## src/rtl/data_rmw_adapter.sv

```systemverilog
`default_nettype none
// ============================================================================
// Module      : data_rmw_adapter
// Description : Serialises core loads/stores into word-wide memory phases.
//               Sub-word stores become read-modify-write sequences.
//               Flags misaligned accesses and recovers from memory timeouts.
// Revision    : 1.0 - initial release
// ============================================================================
module data_rmw_adapter #(
  parameter int TIMEOUT_CYCLES = 255
) (
  input  logic        clk,
  input  logic        reset_n,
  input  logic        core_rd,
  input  logic        core_wr,
  input  logic [31:0] core_addr,
  input  logic [2:0]  core_len,
  input  logic [31:0] core_wdata,
  output logic [31:0] core_rdata,
  output logic        core_halt,
  output logic        mem_rd,
  output logic        mem_wr,
  output logic [31:0] mem_addr,
  output logic [31:0] mem_wdata,
  input  logic [31:0] mem_rdata,
  input  logic        mem_ack,
  output logic        misalign,
  output logic        bus_err
);

  typedef enum logic [1:0] {
    S_IDLE = 2'd0,
    S_RD   = 2'd1,
    S_WR   = 2'd2,
    S_DONE = 2'd3
  } state_t;

  // Last value of the wait counter before a phase is abandoned.
  localparam logic [7:0] c_timeout_last = 8'(TIMEOUT_CYCLES - 1);

  state_t      r_state;
  state_t      w_next;
  logic [1:0]  r_lane;      // byte offset of the access within the word
  logic        r_is_byte;   // sub-word store width: 1 = byte, 0 = half
  logic [15:0] r_wdata;     // right-justified sub-word store data
  logic        r_is_wr;
  logic [7:0]  r_wait;

  logic        w_req;
  logic        w_in_byte;
  logic        w_in_half;
  logic        w_in_word;
  logic        w_misalign;
  logic        w_ack;
  logic        w_timeout;
  logic [31:0] w_merged;

  assign w_req      = core_rd | core_wr;
  assign w_in_byte  = (core_len == 3'b001);
  assign w_in_half  = (core_len == 3'b010);
  // Any encoding other than byte/half is handled as a full word.
  assign w_in_word  = !w_in_byte && !w_in_half;
  assign w_misalign = (w_in_half && core_addr[0]) ||
                      (w_in_word && (core_addr[1:0] != 2'b00));
  // Acks outside an active phase are ignored.
  assign w_ack      = mem_ack && (mem_rd || mem_wr);
  assign w_timeout  = !w_ack && (r_wait == c_timeout_last);

  // Merge the store lane into the word just read from memory.
  always_comb begin
    w_merged = mem_rdata;
    if (r_is_byte) begin
      w_merged[{r_lane, 3'b000} +: 8] = r_wdata[7:0];
    end else begin
      w_merged[{r_lane[1], 4'b0000} +: 16] = r_wdata;
    end
  end

  // State register.
  always_ff @(posedge clk or negedge reset_n) begin
    if (!reset_n) begin
      r_state <= S_IDLE;
    end else begin
      r_state <= w_next;
    end
  end

  // Next-state logic and the combinational stall to the core.
  always_comb begin
    w_next    = r_state;
    core_halt = 1'b0;
    case (r_state)
      S_IDLE: begin
        core_halt = w_req;
        if (w_req) begin
          if (w_misalign)                 w_next = S_DONE;
          else if (core_wr && w_in_word)  w_next = S_WR;
          else                            w_next = S_RD;
        end
      end
      S_RD: begin
        core_halt = 1'b1;
        if (w_ack)          w_next = r_is_wr ? S_WR : S_DONE;
        else if (w_timeout) w_next = S_DONE;
      end
      S_WR: begin
        core_halt = 1'b1;
        if (w_ack || w_timeout) w_next = S_DONE;
      end
      S_DONE: begin
        w_next = S_IDLE;
      end
      default: w_next = S_IDLE;
    endcase
  end

  // Registered memory-side outputs, request latch, wait counter and load data.
  always_ff @(posedge clk or negedge reset_n) begin
    if (!reset_n) begin
      r_lane     <= 2'b00;
      r_is_byte  <= 1'b0;
      r_wdata    <= 16'h0;
      r_is_wr    <= 1'b0;
      r_wait     <= 8'h0;
      mem_rd     <= 1'b0;
      mem_wr     <= 1'b0;
      mem_addr   <= 32'h0;
      mem_wdata  <= 32'h0;
      core_rdata <= 32'h0;
      misalign   <= 1'b0;
      bus_err    <= 1'b0;
    end else begin
      misalign <= 1'b0;
      bus_err  <= 1'b0;
      case (r_state)
        S_IDLE: begin
          if (w_req) begin
            r_lane    <= core_addr[1:0];
            r_is_byte <= w_in_byte;
            r_wdata   <= core_wdata[15:0];
            r_is_wr   <= core_wr;
            r_wait    <= 8'h0;
            mem_addr  <= {core_addr[31:2], 2'b00};
            if (w_misalign) begin
              misalign   <= 1'b1;
              core_rdata <= 32'h0;
            end else if (core_wr && w_in_word) begin
              mem_wr    <= 1'b1;
              mem_wdata <= core_wdata;
            end else begin
              mem_rd <= 1'b1;
            end
          end
        end
        S_RD: begin
          if (w_ack) begin
            mem_rd <= 1'b0;
            r_wait <= 8'h0;
            if (r_is_wr) begin
              mem_wr    <= 1'b1;
              mem_wdata <= w_merged;
            end else begin
              core_rdata <= mem_rdata;
            end
          end else if (w_timeout) begin
            mem_rd  <= 1'b0;
            bus_err <= 1'b1;
            if (!r_is_wr) core_rdata <= 32'h0;
          end else begin
            r_wait <= r_wait + 8'd1;
          end
        end
        S_WR: begin
          if (w_ack) begin
            mem_wr <= 1'b0;
          end else if (w_timeout) begin
            mem_wr  <= 1'b0;
            bus_err <= 1'b1;
          end else begin
            r_wait <= r_wait + 8'd1;
          end
        end
        default: ;
      endcase
    end
  end

endmodule
`default_nettype wire

```

## config.mk

```make
export PLATFORM = sky130hd
export DESIGN_NAME = data_rmw_adapter
export DESIGN_NICKNAME = d
export VERILOG_FILES = /design/src/rtl/data_rmw_adapter.sv
export SDC_FILE = /design/constraint.sdc
export NUM_CORES = 1
export LEC_CHECK = 0
export ABC_CLOCK_PERIOD_IN_PS = 3100
export CORE_MARGIN = 2
export CORE_UTILIZATION = 40
export CTS_CLUSTER_SIZE = 28
export DETAILED_ROUTE_END_ITERATION = 10
export HOLD_SLACK_MARGIN = 0.02
export PLACE_DENSITY = 0.69
export SLEW_MARGIN = 20
export SYNTH_ARGS = -nofsm -noshare
export SYNTH_HDL_FRONTEND = slang
export SYNTH_SLANG_ARGS = --single-unit
```

## constraint.sdc

```tcl
create_clock -name clk -period 3.1 [get_ports clk]
set_clock_uncertainty 0.1 [all_clocks]
set_input_delay 0.465 -clock clk [delete_from_list [all_inputs] [get_ports clk]]
set_output_delay 0.465 -clock clk [all_outputs]
set_load 0.02 [all_outputs]
```

### Word level (Yosys, flattened, before mapping)

Index checks and enable logic that the tools add are counted.

* bits in registers: 128
* input bits: 104
* logic and storage cells: 112

* add/sub/neg operators: 3
* equal/unequal tests: 19
* shift-type cells: 4
* mux-type cells: 48
* bitwise operators: 1
* reductions and logical operators: 24

Operators with widths (count)
* 32-bit 2-to-1 mux: 12
* 32-bit case mux with 2 select lines: 2
* 32-bit bitwise mux: 2
* 8-bit 2-to-1 mux: 4
* 16-bit by 7-bit variable shift with 32-bit output (first input constant): 1
* 8-bit by 7-bit variable shift with 32-bit output (first input constant): 1
* 16-bit by 7-bit indexed part select with 32-bit output: 1
* 8-bit by 7-bit indexed part select with 32-bit output: 1
* 8-bit case mux with 3 select lines: 1
* 2-bit != test (second input constant): 9
* 1-bit 2-to-1 mux: 17
* 5-bit negator with 7-bit output: 2
* 2-bit 2-to-1 mux: 6
* 3-bit != test (second input constant): 4
* 6-bit AND reduction: 2
* 8-bit by 1-bit adder with 8-bit output (second input constant): 1
* 8-bit == test (second input constant): 1
* 2-bit case mux with 4 select lines: 1
* 7-bit AND reduction: 1
* 1-bit logical AND: 6
* 3-bit AND reduction: 2
* 5-bit AND reduction: 1
* 2-bit == test (second input constant): 2
* 1-bit case mux with 2 select lines: 2
* other kinds (12): 17

### Depth between registers and ports, before layout

* depth in word-level cells: 8
* gate-level depth with buffers: 10
* mapped depth without buffers: 6

### Least setup slack after synthesis

OpenSTA, ideal clock, no wires.

* path kind: register to register
* start: reg r_lane[0]
* end: reg mem_wdata[15]
* library setup time: 0.064 ns
* arrival: 2.399 ns
* required time: 2.936 ns
* setup slack: 0.537 ns
* cell stages (with the launch flop): 11
* path buffers: 4
* clock period less this slack: 2.563 ns
* cell sequence: dfrtp_1 -> clkbuf_1 -> clkbuf_1 -> inv_1 -> ha_1 -> or3b_1 -> clkbuf_2 -> buf_2 -> o221a_2 -> o22ai_1 -> mux2_4

* word-level cells in the longest chain between the ends: 7
* elaborated cells on any way between the ends: 8

RTL lines
* from (decl): line 43 `logic [1:0] r_lane;`
* from (signal assigned): line 138 `r_lane <= core_addr[1:0];`
* 5-bit negator with 7-bit output (*): line 73 `w_merged[{r_lane, 3'b000} +: 8] = r_wdata[7:0];`
* 8-bit by 7-bit indexed part select with 32-bit output / 8-bit by 7-bit variable shift with 32-bit output (equally long branches): line 73
* 32-bit bitwise mux (*): line 73
* 32-bit 2-to-1 mux (*): line 72 `if (r_is_byte) begin`
* 32-bit 2-to-1 mux (*): line 159 `if (r_is_wr) begin`
* 32-bit 2-to-1 mux (*): line 156 `if (w_ack) begin`
* 32-bit case mux with 2 select lines (*): line 135 `case (r_state)`
* to (signal assigned): line 149 `mem_wdata <= core_wdata;`
* to (signal assigned): line 161 `mem_wdata <= w_merged;`
* to (decl): line 24 `output logic [31:0] mem_wdata,`

Every way passes the cells marked *; elsewhere a longest branch is shown, timed or not. The select of a mux whose other input is x is not followed.
A chain may end at the register's enable or synchronous reset.

### Worst setup path after layout

* start: reg r_state[0]
* end: out core_halt

* word-level cells in the longest chain between the ends: 3
* elaborated cells on any way between the ends: 5

RTL lines
* from (decl): line 41 `state_t r_state;`
* from (signal assigned): line 84 `r_state <= w_next;`
* 2-bit == test / 2-bit by 1-bit == test with 1-bit output (equally long branches): line 92 `case (r_state)`
* 2-bit OR reduction (no line)
* 1-bit case mux with 2 select lines (*): line 92
* to (decl): line 20 `output logic core_halt,`

Every way passes the cells marked *; elsewhere a longest branch is shown, timed or not.

==> flow_summary.json <==
{
  "worst_slack_ns": 0.239,
  "syn_to_final_growth_pct": 38.6,
  "critPathRequiredTime_ns": 2.53,
  "tns_ns": 0,
  "synth.avg_cell_area_um2": 10.7,
  "fill_cells": 1535,
  "drive_gt1_share_pct": 20.4,
  "antenna_found_initial": 0,
  "clockBufferDepth": 2,
  "min_path_type": "flip-flop to flip-flop",
  "cts_inserted_buffers": 17,
  "leakage_nw": 4.35,
  "clock-sinks": 128,
  "final_cell_area_mm2": 0.0101,
  "worst_ep_arrival_time_ns": 2.30,
  "wire_per_inst_um": 18.2,
  "gp_congestion": 0.836,
  "ant_nets": 0,
  "cts-root-buf": "clkbuf_16",
  "max_freq_mhz": 349,
  "worst_setup_path_end_kind": "output port",
  "layout.nets": 985,
  "syn_area_mm2": 0.00730,
  "path_max_fanout": 11,
  "clk_pin_slew_ns": 0.06,
  "timing.slew.headroom_pct": 51.8,
  "io_pins": 205,
  "finish.utilization_pct": 56.4,
  "hold_violations": 0,
  "finalPower_mw": 11.3,
  "portBuffers": 202,
  "run_status": "finished clean",
  "clock_latency_ns": 0.42,
  "grt_max_degree": 72,
  "worst_pin_slew_ns": 0.724,
  "grt-ovfl-total": 0,
  "drtIter0Drc": 425,
  "final_common_cell": "clkdlybuf4s50_1",
  "ys_warn_count": 0,
  "ir_drop_v": 0.000910,
  "instances_no_fill": 1111,
  "dieWidth_um": 139,
  "grt_pass1_vias": 5877,
  "rows": 49,
  "die_y_um": 139,
  "synth-seq-cells": 128,
  "diodes": 0,
  "power.density_mw_per_mm2": 1120,
  "finalCritPeriodShare_pct": 92.3,
  "cts_tree": "built",
  "rsz0062_at_grt": "no",
  "grt_pass1_wl_um": 32700,
  "setup_violations": 0,
  "via_per_inst": 5.33,
  "yosysUniqueCellTypes": 61,
  "timing.hold.ws_ns": 0.385,
  "place.detailed.hpwl_um": 14200,
  "critPathLaunchType": "flip-flop",
  "seq_area_frac_synth_pct": 43.9,
  "maxCapViolCount": 0,
  "post-cts-setup-buffers": 0,
  "synth_ff_type": "dfrtp_1",
  "fin_crit_ns": 2.86,
  "die-area_mm2": 0.0194,
  "place_inst": 1078,
  "final_cell_mix": "clkdlybuf4s50_1, dfrtp_1, inv_1, mux2_2, nand2_1",
  "first_pass_iters": 5,
  "synth_edf_count": 0,
  "remaining_drc_errors": 0,
  "track_usage_pct": 21.2,
  "core_area_mm2": 0.0180,
  "h-tree-depth": 4,
  "start_util_pct": 40.7,
  "worst-setup-path-type": "flip-flop to output port",
  "finalWirelength_um": 20200,
  "dp_slack_ns": 0.385,
  "slew_violations": 0,
  "ys_async_sr_fraction_pct": 100,
  "dpl_cell_area_mm2": 0.00952,
  "synth_cells": 682,
  "vias": 5918
}
==> where the power goes <==
group,internal [mW],switching [mW]
Sequential,2.46,0.628
Clock,1.22,0.807
Combinational,3.12,3.09
==> critical path, stage by stage, from the launching register on <==
cell	delay [ns]
dfrtp_1	0.41
inv_1	0.14
ha_1	0.44
o21ai_4	0.10
a21oi_1	0.17
clkdlybuf4s50_1	0.62
==> cell usage after synthesis, types with 6 or more instances <==
cell       count  share of area [%]
dfrtp_1      128                 44
nand3b_1      10                1.0
o22ai_1       15                1.3
mux2_4        30                6.2
buf_6          6               0.93
nor2_1        10               0.51
o21ai_0       49                3.4
mux2i_1       35                4.8
o221a_2       22                3.4
buf_2         10               0.69
a21oi_1        9               0.62
o2bb2ai_1     17                2.0
nand3_1       14               0.96
clkbuf_1      28                1.4
nand4bb_1      7                1.1
nand2_1       55                2.8
a221oi_1       7               0.84
mux2_2        68                 10
ha_1          12                2.1
inv_1         82                4.2
==> cell type report <==
| class | count | area (um^2) | area share, % |
|---|---|---|---|
| Multi-Input combinational cell | 421 | 3540 | 35.0 |
| Sequential cell | 128 | 3200 | 31.6 |
| Timing Repair Buffer | 218 | 2180 | 21.6 |
| Clock buffer | 18 | 439 | 4.34 |
| Inverter | 83 | 312 | 3.08 |
| Tap cell | 229 | 287 | 2.83 |
| Clock inverter | 14 | 158 | 1.56 |
==> layer usage <==
| metal | up-vias | GRT usage (%) | part of all wire [%] |
|---|---|---|---|
| li1 | 2822 | - | - |
| met1 | 2868 | 28.5 | 45 |
| met2 | 211 | 33.4 | 47 |
| met3 | 17 | 6.63 | 7.3 |
| met4 | 0 | 5.42 | 1.1 |
| met5 | - | 0 | 0 |
==> registers in the layout, indices dropped and copies added (netlist names), 2 cells and up <==
signal and flops:
core_rdata 32, mem_wdata 32, mem_addr 30, r_wdata 16, r_wait 8, r_lane 2, r_state 2
==> final timing paths <==
kind / start / to / slack (ns) / depth (start not counted)
min: r_wait[7] / r_wait[7] / 0.38 / 1
max: r_state[0] / core_halt / 0.24 / 5
min in group asynchronous: reset_n / core_rdata[9] / 0.53 / 2
max in group asynchronous: reset_n / mem_addr[20] / 1.61 / 3
min reg2reg: r_wait[7] / r_wait[7] / 0.38 / 1
max reg2reg: r_state[0] / mem_wdata[30] / 0.57 / 7
==> cell families after synthesis <==
family	Yosys count	synth area share [%]
other	1	0.0513
XOR/XNOR	1	0.120
adder cells (fa/ha/maj)	12	2.06
flip-flops	128	43.9
multiplexers	133	21.4
AND/OR/NAND/NOR	123	9.32
AO/OA/AOI/OAI	150	15.2
buffers and inverters	134	7.90
==> repair_timing <==
action	CTS	global route
gates resized for setup	0	0
hold buffers	1	0
endpoints found under the hold margin	70	0
Note: power is estimated with default switching activity, not from simulation.
